<file path="src/rtl/alu_pipe_if.sv">
// Handshake and data bundle for alu_pipe: request side (valid/ready, opcode, operands)
// and result side (valid/ready, result, flags).
interface alu_pipe_if #(
    parameter int unsigned DW = 8
);
    logic          in_valid;
    logic          in_ready;
    logic [3:0]    operation;
    logic [DW-1:0] input1;
    logic [DW-1:0] input2;
    logic          out_valid;
    logic          out_ready;
    logic [DW-1:0] Output;
    logic          Zero;
    logic          Carry;
    logic          Negative;
    logic          Illegal;

    // master issues operations and consumes results
    modport master (
        output in_valid, operation, input1, input2, out_ready,
        input  in_ready, out_valid, Output, Zero, Carry, Negative, Illegal
    );

    modport slave (
        input  in_valid, operation, input1, input2, out_ready,
        output in_ready, out_valid, Output, Zero, Carry, Negative, Illegal
    );
endinterface

</file>
<file path="src/rtl/alu_pipe.sv">
// Pipelined ALU: 4-bit opcode, carry/negative/illegal flags, STAGES register stages with
// valid/ready on both sides and bubble-collapsing stall logic.
module alu_pipe #(
    parameter int unsigned DW     = 8,
    parameter int unsigned STAGES = 2
) (
    input logic       CLK,
    input logic       Reset,
    alu_pipe_if.slave bus
);
    localparam int unsigned SHW = $clog2(DW);
    localparam logic [DW-1:0]  DW_B = DW'(DW);
    localparam logic [SHW:0]   DW_R = (SHW + 1)'(DW);
    localparam logic [DW:0]    ONE  = (DW + 1)'(1);

    typedef struct packed {
        logic [DW-1:0] res;
        logic          carry;
        logic          ill;
    } stage_t;

    logic [DW-1:0] a;
    logic [DW-1:0] b;
    logic [DW:0]   a_x;
    logic [DW:0]   b_x;
    logic [SHW:0]  rot;
    logic signed [DW:0] asr_x;

    logic [DW-1:0] alu_res;
    logic          alu_c;
    logic          alu_ill;

    stage_t st_q  [STAGES];
    stage_t st_in [STAGES];
    logic   v_q   [STAGES];
    logic   v_in  [STAGES];
    logic   load  [STAGES];

    assign a     = bus.input1;
    assign b     = bus.input2;
    assign a_x   = {1'b0, a};
    assign b_x   = {1'b0, b};
    assign rot   = {1'b0, b[SHW-1:0]};
    // Appended guard bit catches the last bit shifted out on the right
    assign asr_x = $signed({a, 1'b0}) >>> b;

    always_comb begin
        alu_res = '0;
        alu_c   = 1'b0;
        alu_ill = 1'b0;
        case (bus.operation)
            4'd0:  {alu_c, alu_res} = a_x + ONE;
            4'd1:  {alu_c, alu_res} = a_x - ONE;
            4'd2:  alu_res = a ^ b;
            4'd3:  alu_res = {{(DW - 1){1'b0}}, ^a};
            4'd4:  {alu_c, alu_res} = a_x << b;
            4'd5:  {alu_res, alu_c} = {a, 1'b0} >> b;
            4'd6:  alu_res = a & b;
            4'd7:  alu_res = a;
            4'd8:  {alu_c, alu_res} = a_x + b_x;
            4'd9:  {alu_c, alu_res} = a_x - b_x;
            4'd10: alu_res = a | b;
            4'd11: begin
                {alu_res, alu_c} = asr_x;
                if (b > DW_B) alu_c = 1'b0;
            end
            4'd12: alu_res = (a << rot) | (a >> (DW_R - rot));
            4'd13: alu_res = (a >> rot) | (a << (DW_R - rot));
            default: begin
                alu_res = a;
                alu_ill = 1'b1;
            end
        endcase
    end

    // A stage can load if it or any stage downstream of it has a free slot this cycle
    always_comb begin : ready_chain
        logic acc;
        acc = bus.out_ready;
        for (int k = STAGES - 1; k >= 0; k--) begin
            acc     = acc | ~v_q[k];
            load[k] = acc;
        end
    end

    always_comb begin
        v_in[0]  = bus.in_valid;
        st_in[0] = '{res: alu_res, carry: alu_c, ill: alu_ill};
        for (int k = 1; k < STAGES; k++) begin
            v_in[k]  = v_q[k-1];
            st_in[k] = st_q[k-1];
        end
    end

    always_ff @(posedge CLK) begin
        if (Reset) begin
            for (int k = 0; k < STAGES; k++) begin
                v_q[k]  <= 1'b0;
                st_q[k] <= '0;
            end
        end else begin
            for (int k = 0; k < STAGES; k++) begin
                if (load[k]) begin
                    v_q[k] <= v_in[k];
                    if (v_in[k]) st_q[k] <= st_in[k];
                end
            end
        end
    end

    assign bus.in_ready  = load[0];
    assign bus.out_valid = v_q[STAGES-1];
    assign bus.Output    = st_q[STAGES-1].res;
    assign bus.Carry     = st_q[STAGES-1].carry;
    assign bus.Illegal   = st_q[STAGES-1].ill;
    assign bus.Zero      = ~|st_q[STAGES-1].res;
    assign bus.Negative  = st_q[STAGES-1].res[DW-1];
endmodule

</file>
<file path="src/flat_wrapper.sv">
// flat-port wrapper written by rule: the top's interface ports become plain ports
module alu_pipe_flat 
#(
    parameter int unsigned DW     = 8,
    parameter int unsigned STAGES = 2
)
  (CLK, Reset, bus_in_valid, bus_operation, bus_input1, bus_input2, bus_out_ready, bus_in_ready, bus_out_valid, bus_Output, bus_Zero, bus_Carry, bus_Negative, bus_Illegal);
  alu_pipe_if #(.DW(DW)) bus_i ();
  input logic CLK;
  input logic Reset;
  input wire logic [$bits(bus_i.in_valid)-1:0] bus_in_valid;
  input wire logic [$bits(bus_i.operation)-1:0] bus_operation;
  input wire logic [$bits(bus_i.input1)-1:0] bus_input1;
  input wire logic [$bits(bus_i.input2)-1:0] bus_input2;
  input wire logic [$bits(bus_i.out_ready)-1:0] bus_out_ready;
  output wire logic [$bits(bus_i.in_ready)-1:0] bus_in_ready;
  output wire logic [$bits(bus_i.out_valid)-1:0] bus_out_valid;
  output wire logic [$bits(bus_i.Output)-1:0] bus_Output;
  output wire logic [$bits(bus_i.Zero)-1:0] bus_Zero;
  output wire logic [$bits(bus_i.Carry)-1:0] bus_Carry;
  output wire logic [$bits(bus_i.Negative)-1:0] bus_Negative;
  output wire logic [$bits(bus_i.Illegal)-1:0] bus_Illegal;
  assign bus_i.in_valid = bus_in_valid;
  assign bus_i.operation = bus_operation;
  assign bus_i.input1 = bus_input1;
  assign bus_i.input2 = bus_input2;
  assign bus_i.out_ready = bus_out_ready;
  assign bus_in_ready = bus_i.in_ready;
  assign bus_out_valid = bus_i.out_valid;
  assign bus_Output = bus_i.Output;
  assign bus_Zero = bus_i.Zero;
  assign bus_Carry = bus_i.Carry;
  assign bus_Negative = bus_i.Negative;
  assign bus_Illegal = bus_i.Illegal;
  alu_pipe #(.DW(DW), .STAGES(STAGES)) u_core (.CLK(CLK), .Reset(Reset), .bus(bus_i));
endmodule
</file>
<file path="config.mk">
export PLATFORM = sky130hd
export DESIGN_NAME = alu_pipe_flat
export DESIGN_NICKNAME = d
export VERILOG_FILES = /design/src/rtl/alu_pipe_if.sv /design/src/rtl/alu_pipe.sv /design/src/flat_wrapper.sv
export SDC_FILE = /design/constraint.sdc
export NUM_CORES = 1
export LEC_CHECK = 0
export CAP_MARGIN = 20
export CORE_AREA = 2 2 110 112
export CTS_CLUSTER_SIZE = 14
export DETAILED_ROUTE_END_ITERATION = 10
export DIE_AREA = 0 0 112 114
export PLACE_DENSITY = 0.65
export SLEW_MARGIN = 25
export SYNTH_ARGS = -nofsm -noshare
export SYNTH_HDL_FRONTEND = slang
export SYNTH_SLANG_ARGS = --single-unit
export TNS_END_PERCENT = 10
</file>
<file path="constraint.sdc">
create_clock -name CLK -period 3.5 [get_ports CLK]
set_clock_uncertainty 0.15 [all_clocks]
set_input_delay 0.7 -clock CLK [delete_from_list [all_inputs] [get_ports CLK]]
set_output_delay 0.7 -clock CLK [all_outputs]
set_load 0.01 [all_outputs]
</file>
==> parameters.txt, run 1 <==
Parameter                              Value

Run status
  Result of the run ... complete, no violations

Finish
  Antenna Cells ... 0
  Layout overhead on the synthesized area ... 25.12%
  Final #Nets ... between 700 and 800
  Core utilization of the finished layout ... 0.4837
  Fraction of layout cells with a size suffix above 1 ... 0.1960

Drt
  Number of DRC violations after detailed-routing iteration 0 ... 635
  Ratio of routed vias to standard cells ... 6.514
  Number of antenna-violating nets in the routed design ... 0
  Wire per inst ... around 23 µm
  Number of detailed-routing iterations run before antenna repair ... 7
  Aggregate routed wire length ... 18300 µm
  Final routed DRC violation total ... 0
  Vias post-DR ... between 5000 and 6000

Critical path
  Worst-path fanout max ... 22
  CP Data Required Time ... 3.35 ns
  Cells along the critical path ... clkdlybuf4s50_1 > buf_4 > buf_6 > mux2i_1 > a2bb2oi_1 > o22ai_1 > a221oi_1 > nand4_1 > o31a_1
  Length in cells of the worst reg-to-reg path ... 6
  Number of buffer and inverter instances along the worst setup path ... 3
  Endpoint of the lowest-slack register-to-register path ... u_core.st_q[0][4]
  Arr. time, crit path ... 3.26 ns
  Beginning of the worst register-to-register path ... u_core.v_q[0][1]
  Kind of end point of the critical path ... flop
  Setup Crit Path Kind ... input port to flop
  Delay of the slowest cell on the worst path ... 0.48 ns
  Slowest-stage cell, CP ... sky130_fd_sc_hd__clkdlybuf4s50_1
  Startpoint type of the worst setup path ... input port
  Flop2flop setup slack ... about 1.4 ns
  CP top delay family ... compound AO/OA/AOI/OAI gates

Timing
  Number of max-slew violations in the final report ... 0
  Fin. Hold Viols ... 0
  Summed negative setup slack over all endpoints ... 0 ns
  Period utilisation layout ... 0.9737
  Measured slew at the worst slew-check pin ... approximately 0.56 ns
  Final Setup Violations ... 0
  FMAX ... 293.4 MHz
  Worst hold slack after final layout ... 0.3697 ns
  Worst Slack Setup Final ... between 0.09 and 0.1 ns
  Shortest period the worst path allows ... around 3.4 ns
  Normalized max-slew margin ... 0.6222

Floorplan
  Overall die area ... 12770 µm²
  Vertical extent of the die ... 114 µm
  Core Area ... 11710 µm²
  Die width ... 112 µm
  Site Rows ... 40
  Initial standard-cell utilization of the core ... 0.3865
  Top-level port count ... 38

Global route
  Layer with the highest usage ... met2
  Total track usage ... 0.2830
  Number of antenna violations at the first check in global routing ... 0
  Total overflow reported by the global router ... 0
  Met1 track demand over resource ... 0.3722
  Via count of the first global-routing pass ... 5039
  Met2 track demand over resource in global routing ... 0.4840
  Met3 Resource Use GR ... 0.03613
  Largest net degree at the start of global routing ... 33
  Wire length of the first global-routing pass ... 28580 µm

Clock network
  Number of buffers inserted to repair setup after CTS ... 0
  Max H-tree Level ... 1
  Clock latency on the worst-skew pair ... ~0.25 ns
  Clock root cell ... sky130_fd_sc_hd__clkbuf_16
  Total clock buffers created by CTS ... 3
  Hold-fix buffers, CTS ... 0
  Clock-pin slew on the worst setup and hold paths ... roughly 0.05 ns
  Clock tree sinks ... 22
  CTS tree ... done
  Number of buffers between clock root and the deepest sink ... 2
  Count of instances resized after the clock tree is built ... 0

Min path
  Hold path startpoint ... u_core.st_q[0][9]
  Cell depth of the worst min-delay path ... 1
  Worst Hold End ... u_core.st_q[0][19]
  Hold crit path type ... flop to flop

Yosys
  Sequential element share of the synthesized area ... 0.1459
  Unique cell type count in the Yosys netlist ... 78
  Number of enable-type register cells in the synthesized netlist ... 22
  Area share of the largest cell type after synthesis ... 0.1459
  Top cells by area, synth ... sky130_fd_sc_hd__edfxtp_1 (15%), sky130_fd_sc_hd__ha_1 (10%), sky130_fd_sc_hd__mux4_2 (7.0%), sky130_fd_sc_hd__mux2i_1 (5.3%), sky130_fd_sc_hd__o21ai_0 (4.5%)
  Synth async-reset ratio ... 0
  Synthesized flop and latch total ... 22
  Netlist area before placement ... approximately 4500 µm²
  Mean instance size in the synthesized netlist ... 7.818 µm²
  Most numerous cell in the Yosys netlist ... sky130_fd_sc_hd__nor2_1
  Commonest register cell after synthesis ... sky130_fd_sc_hd__edfxtp_1
  Leading cell types by count after synthesis ... sky130_fd_sc_hd__nor2_1 (50), sky130_fd_sc_hd__o21ai_0 (41), sky130_fd_sc_hd__ha_1 (37)
  Number of nets produced by synthesis ... 642
  Mapped Cells ... 579
  Library cell with the largest summed area after synthesis ... sky130_fd_sc_hd__edfxtp_1
  Total number of yosys warnings ... 0

Placement
  Port buffer count ... 37
  Pre-CTS worst setup slack ... -0.1549 ns
  Routability Congestion ... 1.062
  Placed wire-length estimate after detailed placement ... roughly 14000 µm

Pwr
  Power density over cell area ... 221.5 nW/µm²
  Part of the power in combinational logic ... 0.559
  IR drop worst, VDD ... 0.0002785 V
  Net Sw Power ... 482.7 µW
  Internal power ... between 700 and 800 µW
  Static Leakage ... around 0.0023 µW
  Seq pwr share ... 0.257
  Clock share of power ... 0.184
  Total power ... 1255 µW
  Fraction of power spent switching nets ... 0.3848

Flow run
  Maxcap violations ... 0
-- logic make-up (layout without fill, tap and decap cells) --
logic type / Yosys count / in the layout / synth area share
xor+xnor: 15 / 15 / 0.02902
compound gates: 181 / 181 / 0.2714
flops: 22 / 22 / 0.1459
fa+ha+maj: 39 / 39 / 0.1111
simple gates: 194 / 194 / 0.2289
mux: 43 / 43 / 0.1352
buf+inv: 85 / 164 / 0.07849
-- cell type report --
class                      instances  area [µm²]
clock buffer                       3       75.07
fill                            1185        6047
inverter                          30       112.6
multi-input combinational        472        3523
sequential                        22       660.6
tap                              147       183.9
timing repair buffer             131        1109
-- metrics by stage --
stage | area [µm²] | cells
CTS | 5644 | 805
global route | 5664 | 805
floorplan | 4527 | 579
finish | 5664 | 805
detailed placement | 5569 | 802
global placement | 5569 | 802
-- registers in the layout, indices dropped and copies added (netlist names) --
register,flops
u_core.st_q,20
u_core.v_q,2
-- how the worst max path moves through the flow --
stage / startpoint / end / slack, ns / cells after the start
floorplan: bus_input2[1] / u_core.st_q[0][9] / 0.1 / 10
global placement: bus_input2[1] / u_core.st_q[0][8] / -0.17 / 9
detailed placement: bus_input2[0] / u_core.st_q[0][8] / -0.15 / 8
CTS: bus_input2[0] / u_core.st_q[0][8] / 0.09 / 8
global route: bus_input1[0] / u_core.st_q[0][8] / -0.008 / 11
finish: bus_input2[1] / u_core.st_q[0][8] / 0.09 / 9
-- layer usage --
layer / wire length, µm / up-vias
met5: 0 / -
met4: 702 / 0
met3: 1684 / 45
met2: 8508 / 321
met1: 7401 / 2510
li1: - / 2368
-- layout by cell type, fill, tap and decap left out, types with 6 or more instances in the layout --
master,instances
sky130_fd_sc_hd__a21oi_1,35
sky130_fd_sc_hd__nand4_1,9
sky130_fd_sc_hd__nand2_1,36
sky130_fd_sc_hd__buf_4,90
sky130_fd_sc_hd__nor2_1,50
sky130_fd_sc_hd__a31oi_1,9
sky130_fd_sc_hd__clkdlybuf4s50_1,37
sky130_fd_sc_hd__edfxtp_1,22
sky130_fd_sc_hd__o211ai_1,8
sky130_fd_sc_hd__ha_1,36
sky130_fd_sc_hd__and2_1,12
sky130_fd_sc_hd__a221oi_1,7
sky130_fd_sc_hd__nand2b_1,10
sky130_fd_sc_hd__nand3_1,16
sky130_fd_sc_hd__nor4_1,6
sky130_fd_sc_hd__mux4_2,14
sky130_fd_sc_hd__mux2i_1,24
sky130_fd_sc_hd__inv_1,26
sky130_fd_sc_hd__or3_1,9
sky130_fd_sc_hd__xnor2_1,13
sky130_fd_sc_hd__o21ai_0,41
sky130_fd_sc_hd__a22oi_1,8
sky130_fd_sc_hd__nor3_1,14
sky130_fd_sc_hd__a2111oi_0,6
-- power groups by stage --
stage          Sequential, µW  Clock [µW]  Combinational (µW)
4_1_cts                   323         235                 682
3_5_place_dp              329           0                 679
2_1_floorplan             332           0                 389
3_3_place_gp              327           0                 675
6_report                  323         231                 701
5_1_grt                   325         250                 747
No activity file was read; power rests on OpenSTA's default activity.
==> inputs of run 2 (changes only) <==
- clock period: 3.5 -> 2.9 ns (I/O delays scaled with it)
==> run 2 against run 1 <==
  * The flow now finishes with violations (setup timing)
  * Largest power group unchanged
  * Flip-flop and latch count did not move
  * Non-clock buffer count rose by 92
  * Register-to-register slack got worse by 0.08 ns
  * Setup slack got worse by 0.15 ns
  * Total power rose by 37%
  * Critical endpoint is now u_core.st_q[0][4]
  * Highest routed layer unchanged
  * Wire length rose by 12%
  * Combinational power rose by 48%
  * Hold slack got worse by 0.0043 ns
==> parameters.txt, run 2 (synthesis gave the netlist of run 1 again) <==
Parameter                              Value

Global route
  Total track usage ... 0.3115
  Met3 Resource Use GR ... 0.03507
  Met1 track demand over resource ... 0.4100
  Total overflow reported by the global router ... 0
  Wire length of the first global-routing pass ... 30950 µm
  Largest net degree at the start of global routing ... 25
  Via count of the first global-routing pass ... 5306
  Layer with the highest usage ... met2
  Number of antenna violations at the first check in global routing ... 0
  Met2 track demand over resource in global routing ... 0.5281

Finish
  Flip-flop and latch area ... 660.6 µm²
  Max reg flops ... 20
  FILL cells ... 1047
  Area of the multi-input gates ... 3814 µm²
  Fraction of layout cells with a size suffix above 1 ... 0.3648
  Top flop regs ... u_core.st_q: 20 flops, u_core.v_q: 2 flops
  Layout overhead on the synthesized area ... 50.33%
  Finished Layout Cells ... 898
  Most common library cell in the layout ignoring fill and taps ... sky130_fd_sc_hd__buf_4
  Most used cells in the layout excluding fill and tap cells ... sky130_fd_sc_hd__buf_4 (165), sky130_fd_sc_hd__nor2_1 (49), sky130_fd_sc_hd__o21ai_0 (37)
  Antenna Cells ... 0
  Largest register by flop count ... u_core.st_q
  Final #Nets ... 815

Min path
  Hold path startpoint ... u_core.st_q[0][5]
  Worst Hold End ... u_core.st_q[0][15]
  Cell depth of the worst min-delay path ... 1
  Hold crit path type ... flop to flop

Floorplan
  Overall die area ... ~13000 µm²
  Vertical extent of the die ... roughly 110 µm
  Die width ... ~110 µm
  Initial standard-cell utilization of the core ... 0.3865
  Core Area ... roughly 12000 µm²
  Site Rows ... 40
  Top-level port count ... 38

Critical path
  CP dominant cell by count ... sky130_fd_sc_hd__nand3_1
  Cells along the critical path ... clkdlybuf4s50_1 > buf_8 > and4b_1 > buf_4 > nand3_1 > o21ai_0 > nor3_1 > a31o_1 > nand3_1
  Beginning of the worst register-to-register path ... u_core.v_q[0][0]
  Arr. time, crit path ... roughly 2.8 ns
  Startpoint type of the worst setup path ... input port
  Setup Crit Path Kind ... input port to flop
  Number of buffer and inverter instances along the worst setup path ... 3
  Slowest-stage cell, CP ... sky130_fd_sc_hd__clkdlybuf4s50_1
  Kind of end point of the critical path ... flop
  Worst-path fanout max ... 24
  Delay of the slowest cell on the worst path ... 0.54 ns
  Endpoint of the lowest-slack register-to-register path ... u_core.st_q[0][6]
  Flop2flop setup slack ... 1.27 ns
  CP Data Required Time ... 2.74 ns
  Length in cells of the worst reg-to-reg path ... 5
  CP top delay family ... buffers and inverters
  Depth of the critical timing path with buffers and inverters included ... 9

Timing
  Number of max-slew violations in the final report ... 0
  FMAX ... approximately 340 MHz
  Summed negative setup slack over all endpoints ... -0.07951 ns
  Measured slew at the worst slew-check pin ... around 0.55 ns
  Worst Slack Setup Final ... -0.06188 ns
  RSZ-0062 raised after global routing ... yes
  Final Setup Violations ... 2
  Shortest period the worst path allows ... 2.962 ns
  Period utilisation layout ... 1.021
  Fin. Hold Viols ... 0
  Normalized max-slew margin ... 0.6351

Drt
  Number of DRC violations after detailed-routing iteration 0 ... 746
  Number of antenna-violating nets in the routed design ... 0
  Wire per inst ... 22.85 µm
  Aggregate routed wire length ... 20520 µm
  Ratio of routed vias to standard cells ... 6.350
  Number of detailed-routing iterations run before antenna repair ... 5
  Vias post-DR ... between 5000 and 6000
  Final routed DRC violation total ... 0

Run status
  Result of the run ... complete, but fails checks
  Violations in the final reports ... setup timing

Pwr
  Part of the power in combinational logic ... 0.606
  Seq pwr share ... 0.227
  Static Leakage ... 0.002924 µW
  IR drop worst, VDD ... 0.0002797 V
  Net Sw Power ... 659.9 µW
  Power density over cell area ... 252.6 nW/µm²
  Fraction of power spent switching nets ... 0.3838
  Total power ... 1719 µW
  Internal power ... roughly 1100 µW
  Clock share of power ... 0.167

Placement
  Routability Congestion ... 1.082
  Pre-CTS worst setup slack ... -0.7116 ns
  Post-placement cell count ... 885
  Placed wire-length estimate after detailed placement ... 15510 µm
  Port buffer count ... 37

Flow run
  Maxcap violations ... 0

Clock network
  Max H-tree Level ... 1
  Number of buffers between clock root and the deepest sink ... 2
  Clock root cell ... sky130_fd_sc_hd__clkbuf_16
  Total clock buffers created by CTS ... 3
  CTS tree ... done
  Hold-fix buffers, CTS ... 0
  Clock-pin slew on the worst setup and hold paths ... 0.06 ns
  Clock tree sinks ... 22
  Clock latency on the worst-skew pair ... 0.25 ns
-- run 2: through the flow --
| step | hold slack (ns) | utilization | instance area, µm² |
|---|---|---|---|
| 2_1_floorplan | 0.3467 | - | 4568 |
| 3_3_place_gp | 0.3490 | 0.5321 | 6231 |
| 3_5_place_dp | 0.3534 | 0.5321 | 6231 |
| 4_1_cts | 0.3670 | 0.5620 | 6581 |
| 5_1_grt | 0.3837 | 0.5811 | 6805 |
| 6_report | 0.3654 | 0.5811 | 6805 |
-- run 2: power groups by stage --
stage          clock network [µW]  registers, µW  logic, µW
3_3_place_gp                    0            394        916
3_5_place_dp                    0            397        925
2_1_floorplan                   0            400        479
5_1_grt                       304            393       1100
4_1_cts                       293            391        976
6_report                      287            390       1040
-- run 2: repair_timing --
item / in CTS / in global routing
pin swaps: 8 / 17
endpoints found under the setup margin: 9 / 9
resized for setup: 59 / 52
setup buffers: 3 / 4
gates cloned: 2 / 0
-- run 2: layer usage --
layer	vias up	part of all wire
li1	2546	-
met1	2699	0.39
met2	378	0.47
met3	79	0.092
met4	0	0.053
met5	-	0
-- run 2: how the worst max path moves through the flow --
stage	start	endpoint	slack (ns)
2_1_floorplan	bus_input2[2]	u_core.st_q[0][7]	-0.01
3_3_place_gp	bus_input2[1]	u_core.st_q[0][7]	-0.67
3_5_place_dp	bus_input2[1]	u_core.st_q[0][7]	-0.71
4_1_cts	bus_input1[3]	u_core.st_q[0][7]	-0.05
5_1_grt	bus_operation[3]	u_core.st_q[0][8]	-0.04
6_report	bus_operation[3]	u_core.st_q[0][4]	-0.06
-- run 2: layout make-up --
cell class / instances / area share
multi-input combinational: 472 / 0.5604
timing repair buffer: 223 / 0.2863
sequential: 22 / 0.09708
tap: 147 / 0.02703
inverter: 30 / 0.01765
clock buffer: 3 / 0.01103
clock inverter: 1 / 0.0005516
-- run 2: worst register-to-register path, stage by stage, from the launching register on --
cell and delay [ns]:
sky130_fd_sc_hd__edfxtp_1 0.42, sky130_fd_sc_hd__nand3b_1 0.16, sky130_fd_sc_hd__o211a_1 0.19, sky130_fd_sc_hd__buf_4 0.21
sky130_fd_sc_hd__o21ai_0 0.12, sky130_fd_sc_hd__a31oi_1 0.21
==> inputs of run 3 (changes only) <==
- DONT_BUFFER_PORTS: not set -> 1
- PLACE_DENSITY: 0.65 -> 0.6
- REMOVE_ABC_BUFFERS: not set -> 1
==> run 3 against run 2 <==
  * Hold slack worse by 0.0056 ns
  * Largest cell class unchanged
  * Register-to-register slack worse by 0.33 ns
  * Cell count fell by 20%
  * Global-route usage down 5.1 points
  * Sequential share of layout area is 3.9 points higher
  * Utilization down 17 points
  * Fmax is 5.8% higher
  * Cell area shrank 29%
  * The run now ends clean
  * Via count is 15% lower
  * Highest routed layer unchanged
==> parameters.txt, run 3 (synthesis gave the netlist of run 1 again) <==
Parameter                              Value

Pwr
  Power density over cell area ... 262.9 nW/µm²
  Static Leakage ... 0.001885 µW
  IR drop worst, VDD ... around 0.00035 V

Flow run
  Maxcap violations ... 0

Drt
  Number of detailed-routing iterations run before antenna repair ... 8
  Number of DRC violations after detailed-routing iteration 0 ... 644
  Final routed DRC violation total ... 0
  Vias post-DR ... 4819
  Wire per inst ... 24.03 µm
  Aggregate routed wire length ... 17160 µm
  Number of antenna-violating nets in the routed design ... 0
  Ratio of routed vias to standard cells ... 6.749

Finish
  Fraction of layout cells with a size suffix above 1 ... 0.1287
  Max reg flops ... 20
  Layout overhead on the synthesized area ... 7.131%
  Largest register by flop count ... u_core.st_q
  Finished layout cell area ... 4850 µm²
  Top flop regs ... u_core.st_q: 20 flops, u_core.v_q: 2 flops
  Flip-flop and latch area ... between 600 and 700 µm²
  Area of the multi-input gates ... 3517 µm²
  Most used cells in the layout excluding fill and tap cells ... sky130_fd_sc_hd__nor2_1 (50), sky130_fd_sc_hd__o21ai_0 (41), sky130_fd_sc_hd__buf_4 (40)
  Final #Nets ... 632
  FILL cells ... 1219
  Most common library cell in the layout ignoring fill and taps ... sky130_fd_sc_hd__nor2_1
  Antenna Cells ... 0
  Core utilization of the finished layout ... 0.4141

Clock network
  Clock latency on the worst-skew pair ... 0.25 ns
  Hold-fix buffers, CTS ... 0
  Max H-tree Level ... 1
  Clock tree sinks ... 22
  Number of buffers inserted to repair setup after CTS ... 0
  Clock root cell ... sky130_fd_sc_hd__clkbuf_16
  CTS tree ... done
  Count of instances resized after the clock tree is built ... 0
  Clock-pin slew on the worst setup and hold paths ... around 0.060 ns
  Number of buffers between clock root and the deepest sink ... 2
  Total clock buffers created by CTS ... 3

Global route
  Via count of the first global-routing pass ... 4606
  Total overflow reported by the global router ... 0
  Largest net degree at the start of global routing ... 44
  Number of antenna violations at the first check in global routing ... 0
  Total track usage ... 0.2608
  Wire length of the first global-routing pass ... ~26000 µm

Placement
  Placed wire-length estimate after detailed placement ... around 12000 µm
  Pre-CTS worst setup slack ... -0.1040 ns
  Post-placement cell area ... 4768 µm²
  Port buffer count ... 0
  Routability Congestion ... around 1

Timing
  RSZ-0062 raised after global routing ... no
  Number of max-slew violations in the final report ... 0
  Measured slew at the worst slew-check pin ... 0.7702 ns
  Shortest period the worst path allows ... 2.799 ns
  Final Setup Violations ... 0
  Worst Slack Setup Final ... between 0.1 and 0.15 ns
  Period utilisation layout ... 0.9651
  Worst hold slack after final layout ... 0.3598 ns
  FMAX ... roughly 360 MHz
  Normalized max-slew margin ... 0.4811
  Summed negative setup slack over all endpoints ... 0 ns
  Fin. Hold Viols ... 0

Critical path
  Setup Crit Path Kind ... input port to flop
  Flop2flop setup slack ... between 0.9 and 1 ns
  CP top delay family ... compound AO/OA/AOI/OAI gates
  Endpoint of the lowest-slack register-to-register path ... u_core.st_q[0][4]
  Arr. time, crit path ... 2.64 ns
  Depth of the critical timing path with buffers and inverters included ... 10
  CP Data Required Time ... roughly 2.8 ns
  Startpoint type of the worst setup path ... input port
  Length in cells of the worst reg-to-reg path ... 6
  Beginning of the worst register-to-register path ... u_core.v_q[0][1]
  Number of buffer and inverter instances along the worst setup path ... 3
  Cells along the critical path ... clkinv_1 > buf_4 > ha_1 > o21bai_1 > a21oi_1 > xnor2_1 > o32ai_1 > a2111oi_0 > buf_4 > a21oi_1
  Worst-path fanout max ... 33
  Slowest-stage cell, CP ... sky130_fd_sc_hd__a2111oi_0
  Delay of the slowest cell on the worst path ... 0.50 ns
  Kind of end point of the critical path ... flop

Run status
  Result of the run ... complete, no violations

Min path
  Hold crit path type ... input port to flop
  Hold path startpoint ... Reset
  Cell depth of the worst min-delay path ... 1
  Worst Hold End ... u_core.v_q[0][0]

Floorplan
  Core Area ... 11710 µm²
  Top-level port count ... 38
  Initial standard-cell utilization of the core ... 0.3865
  Site Rows ... 40
  Die width ... roughly 110 µm
  Vertical extent of the die ... 114 µm
  Overall die area ... 12770 µm²
==> run 3: cell types whose count changed in the layout (fill, tap and decap cells not counted), sizes merged <==
| cell | delta |
|---|---|
| clkinv | -1 |
| clkbuf | -4 |
| bufbuf | -2 |
| dlygate4sd2 | -4 |
| buf | -144 |
| clkdlybuf4s50 | -22 |
| dlymetal6s2s | -7 |
==> run 3: worst reg2reg max path, delay by kind of cell, from the launching register on <==
| kind | cells | cell delay, ns |
|---|---|---|
| and+or+nand+nor | 3 | 0.50 |
| AOI/OAI and AO/OA | 3 | 0.71 |
| DFF | 1 | 0.45 |
==> run 3: worst max-delay path by stage <==
stage | end | slack (ns) | from
final | u_core.st_q[0][5] | 0.10 | bus_input2[1]
after global routing | u_core.st_q[0][9] | 0.02 | bus_input2[1]
after CTS | u_core.st_q[0][9] | 0.14 | bus_input2[1]
after detailed placement | u_core.st_q[0][9] | -0.10 | bus_input2[1]
after global placement | u_core.st_q[0][9] | -0.07 | bus_input2[1]
after floorplan | u_core.st_q[0][9] | -0.34 | bus_input2[1]
==> run 3: final cells by class <==
cell class,instances,area share
Inverter,30,0.02322
Clock buffer,3,0.01548
Tap cell,147,0.03793
Sequential cell,22,0.1362
Timing Repair Buffer,40,0.06192
Multi-Input combinational cell,472,0.7252
==> run 3: stage by stage <==
| step | total power, µW | std cells |
|---|---|---|
| 2_1_floorplan | 799.6 | 524 |
| 3_3_place_gp | 978.3 | 711 |
| 3_5_place_dp | 982.5 | 711 |
| 4_1_cts | 1263 | 714 |
| 5_1_grt | 1341 | 714 |
| 6_report | 1275 | 714 |
==> run 3: where the power goes <==
part           switching (µW)  internal (µW)
Clock                     101            182
Combinational             323            271
Sequential               16.4            381
Total                     441            835
==> run 3: metal layers <==
layer | track usage | up-vias | part of all wire
li1 | - | 2178 | -
met1 | 0.3709 | 2289 | 0.42
met2 | 0.4117 | 313 | 0.45
met3 | 0.04091 | 39 | 0.10
met4 | 0.07480 | 0 | 0.030
met5 | 0 | - | 0
